File: src/rtl/booth_pkg.sv
// Shared definitions for the Booth multiplier job sequencer:
// FSM state encoding, default parameter values and the watchdog
// counter width helper.
package booth_pkg;

  // Sequencer states, fixed 2-bit encoding.
  typedef enum logic [1:0] {
    IDLE   = 2'd0,
    LAUNCH = 2'd1,
    WAIT   = 2'd2,
    DONE   = 2'd3
  } state_e;

  // Default operand width (signed two's complement).
  localparam int DEF_N       = 2;
  // Default WAIT cycles during which dp_fin is ignored.
  localparam int DEF_MIN_LAT = 2;
  // Default WAIT cycles before a job is aborted.
  localparam int DEF_TIMEOUT = 16;

  // Width of a counter that must hold 0 .. timeout-1.
  function automatic int cnt_width(input int timeout);
    return (timeout > 2) ? $clog2(timeout) : 1;
  endfunction

  // Counter width for the default timeout.
  localparam int CNT_W = cnt_width(DEF_TIMEOUT);

endpackage

File: src/rtl/booth_wdog.sv
// WAIT-state cycle counter. Cleared when a job is launched, counts every
// WAIT cycle, and reports when the stale-fin mask window has passed
// (min_ok) and when the job has run out of time (expired).
module booth_wdog
  import booth_pkg::*;
#(
  parameter int MIN_LAT = DEF_MIN_LAT,
  parameter int TIMEOUT = DEF_TIMEOUT,
  parameter int CW      = cnt_width(TIMEOUT)
) (
  input  logic          clk,
  input  logic          reset,
  input  logic          clr,
  input  logic          en,
  output logic          min_ok,
  output logic          expired,
  output logic [CW-1:0] cnt
);

  logic [CW-1:0] cnt_q;
  logic [CW-1:0] cnt_d;

  // Next count: clear has priority over increment, otherwise hold.
  always_comb begin
    cnt_d = cnt_q;
    if (clr) begin
      cnt_d = {CW{1'b0}};
    end else if (en) begin
      cnt_d = cnt_q + CW'(1);
    end else begin
      cnt_d = cnt_q;
    end
  end

  // Counter register with synchronous reset.
  always_ff @(posedge clk) begin
    if (reset) begin
      cnt_q <= {CW{1'b0}};
    end else begin
      cnt_q <= cnt_d;
    end
  end

  // fin is only trusted once the previous job's level has had time to drop.
  assign min_ok  = (cnt_q >= CW'(MIN_LAT));
  // Last WAIT cycle before the job is declared dead.
  assign expired = (cnt_q == CW'(TIMEOUT - 1));
  assign cnt     = cnt_q;

endmodule

File: src/rtl/booth_job_ctrl.sv
// Job sequencer around the Booth multiplier datapath and its control unit.
// Accepts an operand pair, pulses the datapath start, waits for fin
// (ignoring a stale fin for the first MIN_LAT cycles), captures the product
// and hands it downstream. A watchdog aborts a job whose fin never arrives
// and reports it with out_err=1 and out_p=0.
// TIMEOUT must exceed MIN_LAT+6 so a healthy job always finishes first.
module booth_job_ctrl
  import booth_pkg::*;
#(
  parameter int N       = DEF_N,
  parameter int MIN_LAT = DEF_MIN_LAT,
  parameter int TIMEOUT = DEF_TIMEOUT
) (
  input  logic             clk,
  input  logic             reset,
  input  logic             in_valid,
  output logic             in_ready,
  input  logic [N-1:0]     in_a,
  input  logic [N-1:0]     in_b,
  output logic             out_valid,
  input  logic             out_ready,
  output logic [2*N-1:0]   out_p,
  output logic             out_err,
  output logic             dp_start,
  output logic [N-1:0]     dp_m,
  output logic [N-1:0]     dp_q,
  input  logic             dp_fin,
  input  logic [2*N-1:0]   dp_product
);

  localparam int CW = cnt_width(TIMEOUT);

  state_e           state_q,     state_d;
  logic [N-1:0]     dp_m_q,      dp_m_d;
  logic [N-1:0]     dp_q_q,      dp_q_d;
  logic [2*N-1:0]   out_p_q,     out_p_d;
  logic             out_valid_q, out_valid_d;
  logic             out_err_q,   out_err_d;

  logic             cnt_clr_s;
  logic             cnt_en_s;
  logic             min_ok_s;
  logic             expired_s;
  logic [CW-1:0]    cnt_s;

  booth_wdog #(
    .MIN_LAT (MIN_LAT),
    .TIMEOUT (TIMEOUT),
    .CW      (CW)
  ) u_wdog (
    .clk     (clk),
    .reset   (reset),
    .clr     (cnt_clr_s),
    .en      (cnt_en_s),
    .min_ok  (min_ok_s),
    .expired (expired_s),
    .cnt     (cnt_s)
  );

  // Next-state, operand latch, result capture and watchdog control.
  always_comb begin
    state_d     = state_q;
    dp_m_d      = dp_m_q;
    dp_q_d      = dp_q_q;
    out_p_d     = out_p_q;
    out_valid_d = out_valid_q;
    out_err_d   = out_err_q;
    cnt_clr_s   = 1'b0;
    cnt_en_s    = 1'b0;

    case (state_q)
      IDLE: begin
        if (in_valid) begin
          dp_m_d  = in_a;
          dp_q_d  = in_b;
          state_d = LAUNCH;
        end else begin
          state_d = IDLE;
        end
      end

      LAUNCH: begin
        cnt_clr_s = 1'b1;
        state_d   = WAIT;
      end

      WAIT: begin
        cnt_en_s = 1'b1;
        // A genuine fin beats a coincident timeout.
        if (min_ok_s && dp_fin) begin
          out_p_d     = dp_product;
          out_err_d   = 1'b0;
          out_valid_d = 1'b1;
          state_d     = DONE;
        end else if (expired_s) begin
          out_p_d     = {(2*N){1'b0}};
          out_err_d   = 1'b1;
          out_valid_d = 1'b1;
          state_d     = DONE;
        end else begin
          state_d = WAIT;
        end
      end

      DONE: begin
        if (out_ready) begin
          out_valid_d = 1'b0;
          state_d     = IDLE;
        end else begin
          state_d = DONE;
        end
      end

      default: begin
        state_d = IDLE;
      end
    endcase
  end

  // State and capture registers with synchronous reset.
  always_ff @(posedge clk) begin
    if (reset) begin
      state_q     <= IDLE;
      dp_m_q      <= {N{1'b0}};
      dp_q_q      <= {N{1'b0}};
      out_p_q     <= {(2*N){1'b0}};
      out_valid_q <= 1'b0;
      out_err_q   <= 1'b0;
    end else begin
      state_q     <= state_d;
      dp_m_q      <= dp_m_d;
      dp_q_q      <= dp_q_d;
      out_p_q     <= out_p_d;
      out_valid_q <= out_valid_d;
      out_err_q   <= out_err_d;
    end
  end

  // The datapath is held in reset whenever this block is, so it never runs
  // on operands that were discarded.
  assign dp_start  = reset | (state_q == LAUNCH);
  assign in_ready  = (state_q == IDLE);
  assign dp_m      = dp_m_q;
  assign dp_q      = dp_q_q;
  assign out_p     = out_p_q;
  assign out_valid = out_valid_q;
  assign out_err   = out_err_q;

endmodule
File: config.mk
export PLATFORM = sky130hd
export DESIGN_NAME = booth_job_ctrl
export DESIGN_NICKNAME = d
export VERILOG_FILES = /design/src/rtl/booth_pkg.sv /design/src/rtl/booth_wdog.sv /design/src/rtl/booth_job_ctrl.sv
export SDC_FILE = /design/constraint.sdc
export NUM_CORES = 1
export LEC_CHECK = 0
export ABC_AREA = 1
export CORE_UTILIZATION = 45
export DETAILED_ROUTE_END_ITERATION = 12
export GPL_ROUTABILITY_DRIVEN = 1
export PLACE_DENSITY = 0.81
export SLEW_MARGIN = 30
export SYNTH_ARGS = -nofsm -noshare
export SYNTH_HDL_FRONTEND = slang
export SYNTH_SLANG_ARGS = --single-unit
File: constraint.sdc
create_clock -name clk -period 2 [get_ports clk]
set_input_delay 0.4 -clock clk [delete_from_list [all_inputs] [get_ports clk]]
set_output_delay 0.4 -clock clk [all_outputs]
set_load 0.05 [all_outputs]
==> results of run 1 <==
[per-layer routing]
metal,up-vias,routed length [um],global-route usage [%]
li1,348,-,-
met1,299,678,24.0
met2,8,764,35.2
met3,2,43,4.89
met4,0,15,7.50
met5,-,0,0
[Yosys cell counts]
cell type   n
a21oi_1     6
nor2_1     18
nand3_1    11
dfxtp_1    16
ha_1        2
o21ai_1     2
o21ai_0     6
nor2_4      1
clkinv_2    1
nand2_4     2
nand2_1    10
inv_2       1
xnor2_1     1
nand2_2     2
inv_1       7
a211oi_1    1
a31oi_1     1
[power by group through the flow]
stage	Sequential [uW]	Combinational [uW]	Clock (uW)
after CTS	346	169	211
after floorplan	383	65.8	0
after global routing	349	181	224
after detailed placement	353	168	0
final	346	168	208
after global placement	353	165	0
[worst max-delay path by stage]
| stage | startpoint | end | slack, ns | cells past startpoint |
|---|---|---|---|---|
| 4_1_cts | out_err$_SDFFE_PP0P_ | out_err | 0.16 | 1 |
| 5_1_grt | out_p[3]$_SDFFE_PP0P_ | out_p[3] | 0.12 | 1 |
| 2_1_floorplan | state_q[0]$_SDFF_PP0_ | dp_start | 0.33 | 2 |
| 3_5_place_dp | reset | dp_start | 0.30 | 4 |
| 3_3_place_gp | reset | dp_start | 0.32 | 4 |
| 6_report | out_err$_SDFFE_PP0P_ | out_err | 0.17 | 1 |
[cell type report]
cell class              count  area [sq um]
flip-flops and latches     16           320
inverters                   9          35.0
clock buffers               4          36.3
fillers                   112           345
repair buffers             27           270
well taps                  15          18.8
multi-input cells          63           324
[stage by stage]
| step | instance area, sq um | total power [uW] | hold slack (ns) |
|---|---|---|---|
| global route | 1000 | 754 | 0.497 |
| floorplan | 679 | 449 | 0.469 |
| global placement | 968 | 518 | 0.454 |
| CTS | 1000 | 725 | 0.488 |
| detailed placement | 968 | 521 | 0.461 |
| finish | 1000 | 722 | 0.484 |
[state kept, by name (all words and copies together), names as in the netlist]
name and count:
dp_m 2, dp_q 2, out_err 1, out_p 4
out_valid 1, state_q 2, u_wdog.cnt 4
[logic make-up after synthesis]
family | Yosys count | synth area share [%]
AOI/OAI and AO/OA | 16 | 12.3
xor gates and xnor gates | 1 | 1.29
adders and majority gates | 2 | 3.68
buffers and inverters | 9 | 5.16
DFF | 16 | 47.1
and+or+nand+nor | 44 | 30.4
==> flow_summary.yaml, run 1 <==
drt:
  drc: 0
  vias: 657
  via_per_inst: 4.90
  firstDrtPassIters: 4
  ant_nets: 0
  wl_um: 1500
  drtIter0Drc: 7
  wire_per_inst_um: 11.2
timing:
  slew_headroom_pct: 66.5
  post-route-min-period_ns: 1.83
  drv_slew: 0
  skew_ns: 0.00618
  max_freq_ghz: 0.545
  tightest_slew_ns: 0.501
  setup_viol: 0
  finalSetupTns_ns: 0
  fin_ws_ns: 0.166
  timing.final.crit_share_pct: 91.7
  rsz0062_at_grt: "false"
  hold_viol: 0
layout:
  drive_gt1_share_pct: 13.4
  nets: 135
  mostFrequentLayoutCells: "clkdlybuf4s50_1 (22), nor2_1 (18), dfxtp_1 (16)"
  syn_to_final_growth_pct: 47.9
  antenna_cells: 0
  mostFrequentLayoutCell: "clkdlybuf4s50_1"
  post-route-util_pct: 74.4
  fin_cells: 134
run:
  maxCapViolations: 0
critical_path:
  arrival_ns: 1.43
  critical_path_required_ns: 1.60
  critPathLaunchType: "flop"
  cp_top_family: "buffers and inverters"
  crit_fanout: 2
  r2r_end: "state_q[0]$_SDFF_PP0_"
  r2r-start: "u_wdog.cnt[0]$_SDFFE_PP0P_"
  crit_chain: "clkdlybuf4s50_1"
  reg2reg_depth: 8
  crit_path_end_kind: "output port"
  critPathKind: "reg -> out"
  r2r_slack_ns: 0.63
  slowest_stage: "clkdlybuf4s50_1"
  max_stage_delay_ns: 0.81
  critPathBufInv: 1
pwr:
  leakagePower_uw: 0.000417
  swShare_pct: 29.1
  combPwrFrac_pct: 23.3
  p_seq_share_pct: 47.9
  clockPowerShare_pct: 28.8
  power_switching_uw: 210
  p_per_area_nw_per_um2: 718
  ir_worst_vdd_v: 0.000559
  internal_power_uw: 512
clock_tree:
  clkSlewWorstSetupHoldPaths_ns: 0.10
  cts_tree: "built"
  cts_buffers: 3
  cts.repair.resized: 0
  cts_hold_buffers: 0
  clock-sinks: 16
  cts_buffer_depth: 2
  cts_root_buf: "clkbuf_4"
  clkLatencyLatePin_ns: 0.28
  post-cts-setup-buffer-count: 0
  htree_levels: 1
place:
  io_buffers: 24
  place_inst: 130
  gp_congestion: 0.658
  place_hpwl_um: 1220
  place_ws_ns: 0.304
die:
  num_rows: 13
  initial_core_util_pct: 50.3
  die_x_um: 40.9
  fp.coreArea_sq_um: 1350
  die_h_um: 40.9
  dieArea_sq_um: 1670
  io_pins: 25
synth:
  syn_area_per_cell_sq_um: 7.72
  syn_inst: 88
  postSynthNetCount: 103
  syn-cell-area_sq_um: 679
  yosys-top-cells-area: "dfxtp_1 (47%), nor2_1 (9.9%), nand3_1 (8.1%)"
  yosys.area.top_type_share_pct: 47.1
  yosysSeqAreaShare_pct: 47.1
  ys_ff_latch: 16
  yosys.area.top_type: "dfxtp_1"
  yosysUniqueCellTypes: 17
  yosysWarningCount: 0
global_routing:
  first_global_vias: 571
  overflow: 0
  grt_max_degree: 10
  grt_pass1_wl_um: 2230
  antenna_found_initial: 0
  track_usage_pct: 20.4
hold_path:
  holdPathStages: 2
  worstHoldPathType: "reg -> reg"
  min_from: "out_p[1]$_SDFFE_PP0P_"
  min_to: "out_p[1]$_SDFFE_PP0P_"
run_status:
  status: "finished, final reports clean"
No activity file was read; power rests on OpenSTA's default activity.
==> run 2: changes to the inputs <==
--- a/config.mk
+++ b/config.mk
@@ -10,7 +10,7 @@
 export DETAILED_ROUTE_END_ITERATION = 12
 export GPL_ROUTABILITY_DRIVEN = 1
 export PLACE_DENSITY = 0.81
-export SLEW_MARGIN = 30
+export SLEW_MARGIN = 20
 export SYNTH_ARGS = -nofsm -noshare
 export SYNTH_HDL_FRONTEND = slang
 export SYNTH_SLANG_ARGS = --single-unit
==> results of run 2 <==
Final layout, timing and power as in run 1 (identical DEF).
==> run 3: changes to the inputs <==
--- a/config.mk
+++ b/config.mk
@@ -6,10 +6,10 @@
 export NUM_CORES = 1
 export LEC_CHECK = 0
 export ABC_AREA = 1
-export CORE_UTILIZATION = 45
+export CORE_UTILIZATION = 42
 export DETAILED_ROUTE_END_ITERATION = 12
 export GPL_ROUTABILITY_DRIVEN = 1
-export PLACE_DENSITY = 0.81
+export PLACE_DENSITY = 0.76
 export SLEW_MARGIN = 20
 export SYNTH_ARGS = -nofsm -noshare
 export SYNTH_HDL_FRONTEND = slang
==> constraint.sdc (replaced) <==
create_clock -name clk -period 2.1 [get_ports clk]
set_input_delay 0.42 -clock clk [delete_from_list [all_inputs] [get_ports clk]]
set_output_delay 0.42 -clock clk [all_outputs]
set_load 0.05 [all_outputs]
==> flow_summary.yaml, run 3 (synthesized netlist as in run 1, its figures left out) <==
global_routing:
  grt_pass1_wl_um: 2340
  antenna_found_initial: 0
  first_global_vias: 579
  track_usage_pct: 17.3
  grt_max_degree: 10
  overflow: 0
critical_path:
  arrival_ns: 1.50
  crit_path_end_kind: "output port"
  critPathLaunchType: "input port"
  crit_chain: "clkdlybuf4s50_1 -> inv_1 -> o21ai_1 -> buf_12"
  reg2reg_depth: 8
  slowest_stage: "clkdlybuf4s50_1"
  critical_path_required_ns: 1.68
  critPathKind: "in -> out"
  crit_fanout: 8
  max_stage_delay_ns: 0.48
die:
  die_h_um: 42.2
  io_pins: 25
  num_rows: 14
  die_x_um: 42.2
  fp.coreArea_sq_um: 1510
  dieArea_sq_um: 1780
  initial_core_util_pct: 45.1
layout:
  mostFrequentLayoutCells: "clkdlybuf4s50_1 (22), nor2_1 (18), dfxtp_1 (16)"
  antenna_cells: 0
  drive_gt1_share_pct: 12.0
  syn_to_final_growth_pct: 45.9
  fillers: 134
  mostFrequentLayoutCell: "clkdlybuf4s50_1"
  nets: 133
  post-route-util_pct: 65.8
clock_tree:
  cts_buffer_depth: 2
  clock-sinks: 16
  cts_buffers: 3
  cts_tree: "built"
  cts.repair.resized: 0
  post-cts-setup-buffer-count: 0
  clkLatencyLatePin_ns: 0.28
  cts_root_buf: "clkbuf_4"
  cts_hold_buffers: 0
  htree_levels: 1
  clkSlewWorstSetupHoldPaths_ns: 0.09
drt:
  via_per_inst: 4.75
  vias: 632
  firstDrtPassIters: 4
  ant_nets: 0
  wire_per_inst_um: 10.1
  drc: 0
  wl_um: 1340
  drtIter0Drc: 21
hold_path:
  worstHoldPathType: "reg -> reg"
  holdPathStages: 2
place:
  place_hpwl_um: 1060
  io_buffers: 24
  gp_congestion: 0.791
  place_ws_ns: 0.178
run_status:
  status: "finished, final reports clean"
run:
  maxCapViolations: 0
timing:
  rsz0062_at_grt: "false"
  post-route-min-period_ns: 1.92
  timing.final.crit_share_pct: 91.4
  setup_viol: 0
  tightest_slew_ns: 0.498
  whs_ns: 0.487
  skew_ns: 0.00333
  fin_ws_ns: 0.181
  hold_viol: 0
  max_freq_ghz: 0.521
  slew_headroom_pct: 66.7
  finalSetupTns_ns: 0
  drv_slew: 0
pwr:
  leakagePower_uw: 0.000407
  p_per_area_nw_per_um2: 687
  ir_worst_vdd_v: 0.000408
-- run 3: changes by cell type in the layout (fill, tap and decap cells not counted) --
| cell | delta |
|---|---|
| buf_4 | -2 |
-- run 3: worst paths after layout --
| check | start | endpoint | slack, ns |
|---|---|---|---|
| worst max-delay path | reset | dp_start | 0.18 |
| worst min register to register | dp_m[1]$_SDFFE_PP0P_ | dp_m[1]$_SDFFE_PP0P_ | 0.49 |
| worst min-delay path | dp_m[1]$_SDFFE_PP0P_ | dp_m[1]$_SDFFE_PP0P_ | 0.49 |
| worst max register to register | u_wdog.cnt[0]$_SDFFE_PP0P_ | state_q[0]$_SDFF_PP0_ | 0.73 |
-- run 3: worst max-delay path, delay by kind of cell --
family                 cells  cell delay, ns
AO/OA/AOI/OAI              1            0.28
buffers and inverters      3            0.79
-- run 3: metrics by stage --
| step | instances | cell area [sq um] | power [uW] |
|---|---|---|---|
| global placement | 129 | 955 | 489 |
| global route | 133 | 991 | 715 |
| floorplan | 88 | 679 | 428 |
| CTS | 133 | 991 | 690 |
| finish | 133 | 991 | 681 |
| detailed placement | 129 | 955 | 491 |
-- run 3: layer usage --
| metal | vias to the layer above | share of wire, % | GRT usage, % |
|---|---|---|---|
| li1 | 348 | - | - |
| met3 | 2 | 2.5 | 6.03 |
| met4 | 0 | 1.1 | 7.50 |
| met5 | - | 0 | 0 |
| met1 | 276 | 51 | 21.8 |
| met2 | 6 | 46 | 26.8 |
-- run 3: final cells by class --
class | count | area [sq um] | area share [%]
multi-input combinational | 63 | 324 | 32.7
sequential | 16 | 320 | 32.3
timing repair buffer | 25 | 255 | 25.8
clock buffer | 4 | 36.3 | 3.66
inverter | 9 | 35.0 | 3.54
tap | 16 | 20.0 | 2.02
-- run 3: power breakdown --
part           total [uW]  switching [uW]  internal, uW
Clock                 198            92.8           105
Sequential            330            11.6           318
Combinational         153            92.2          60.8
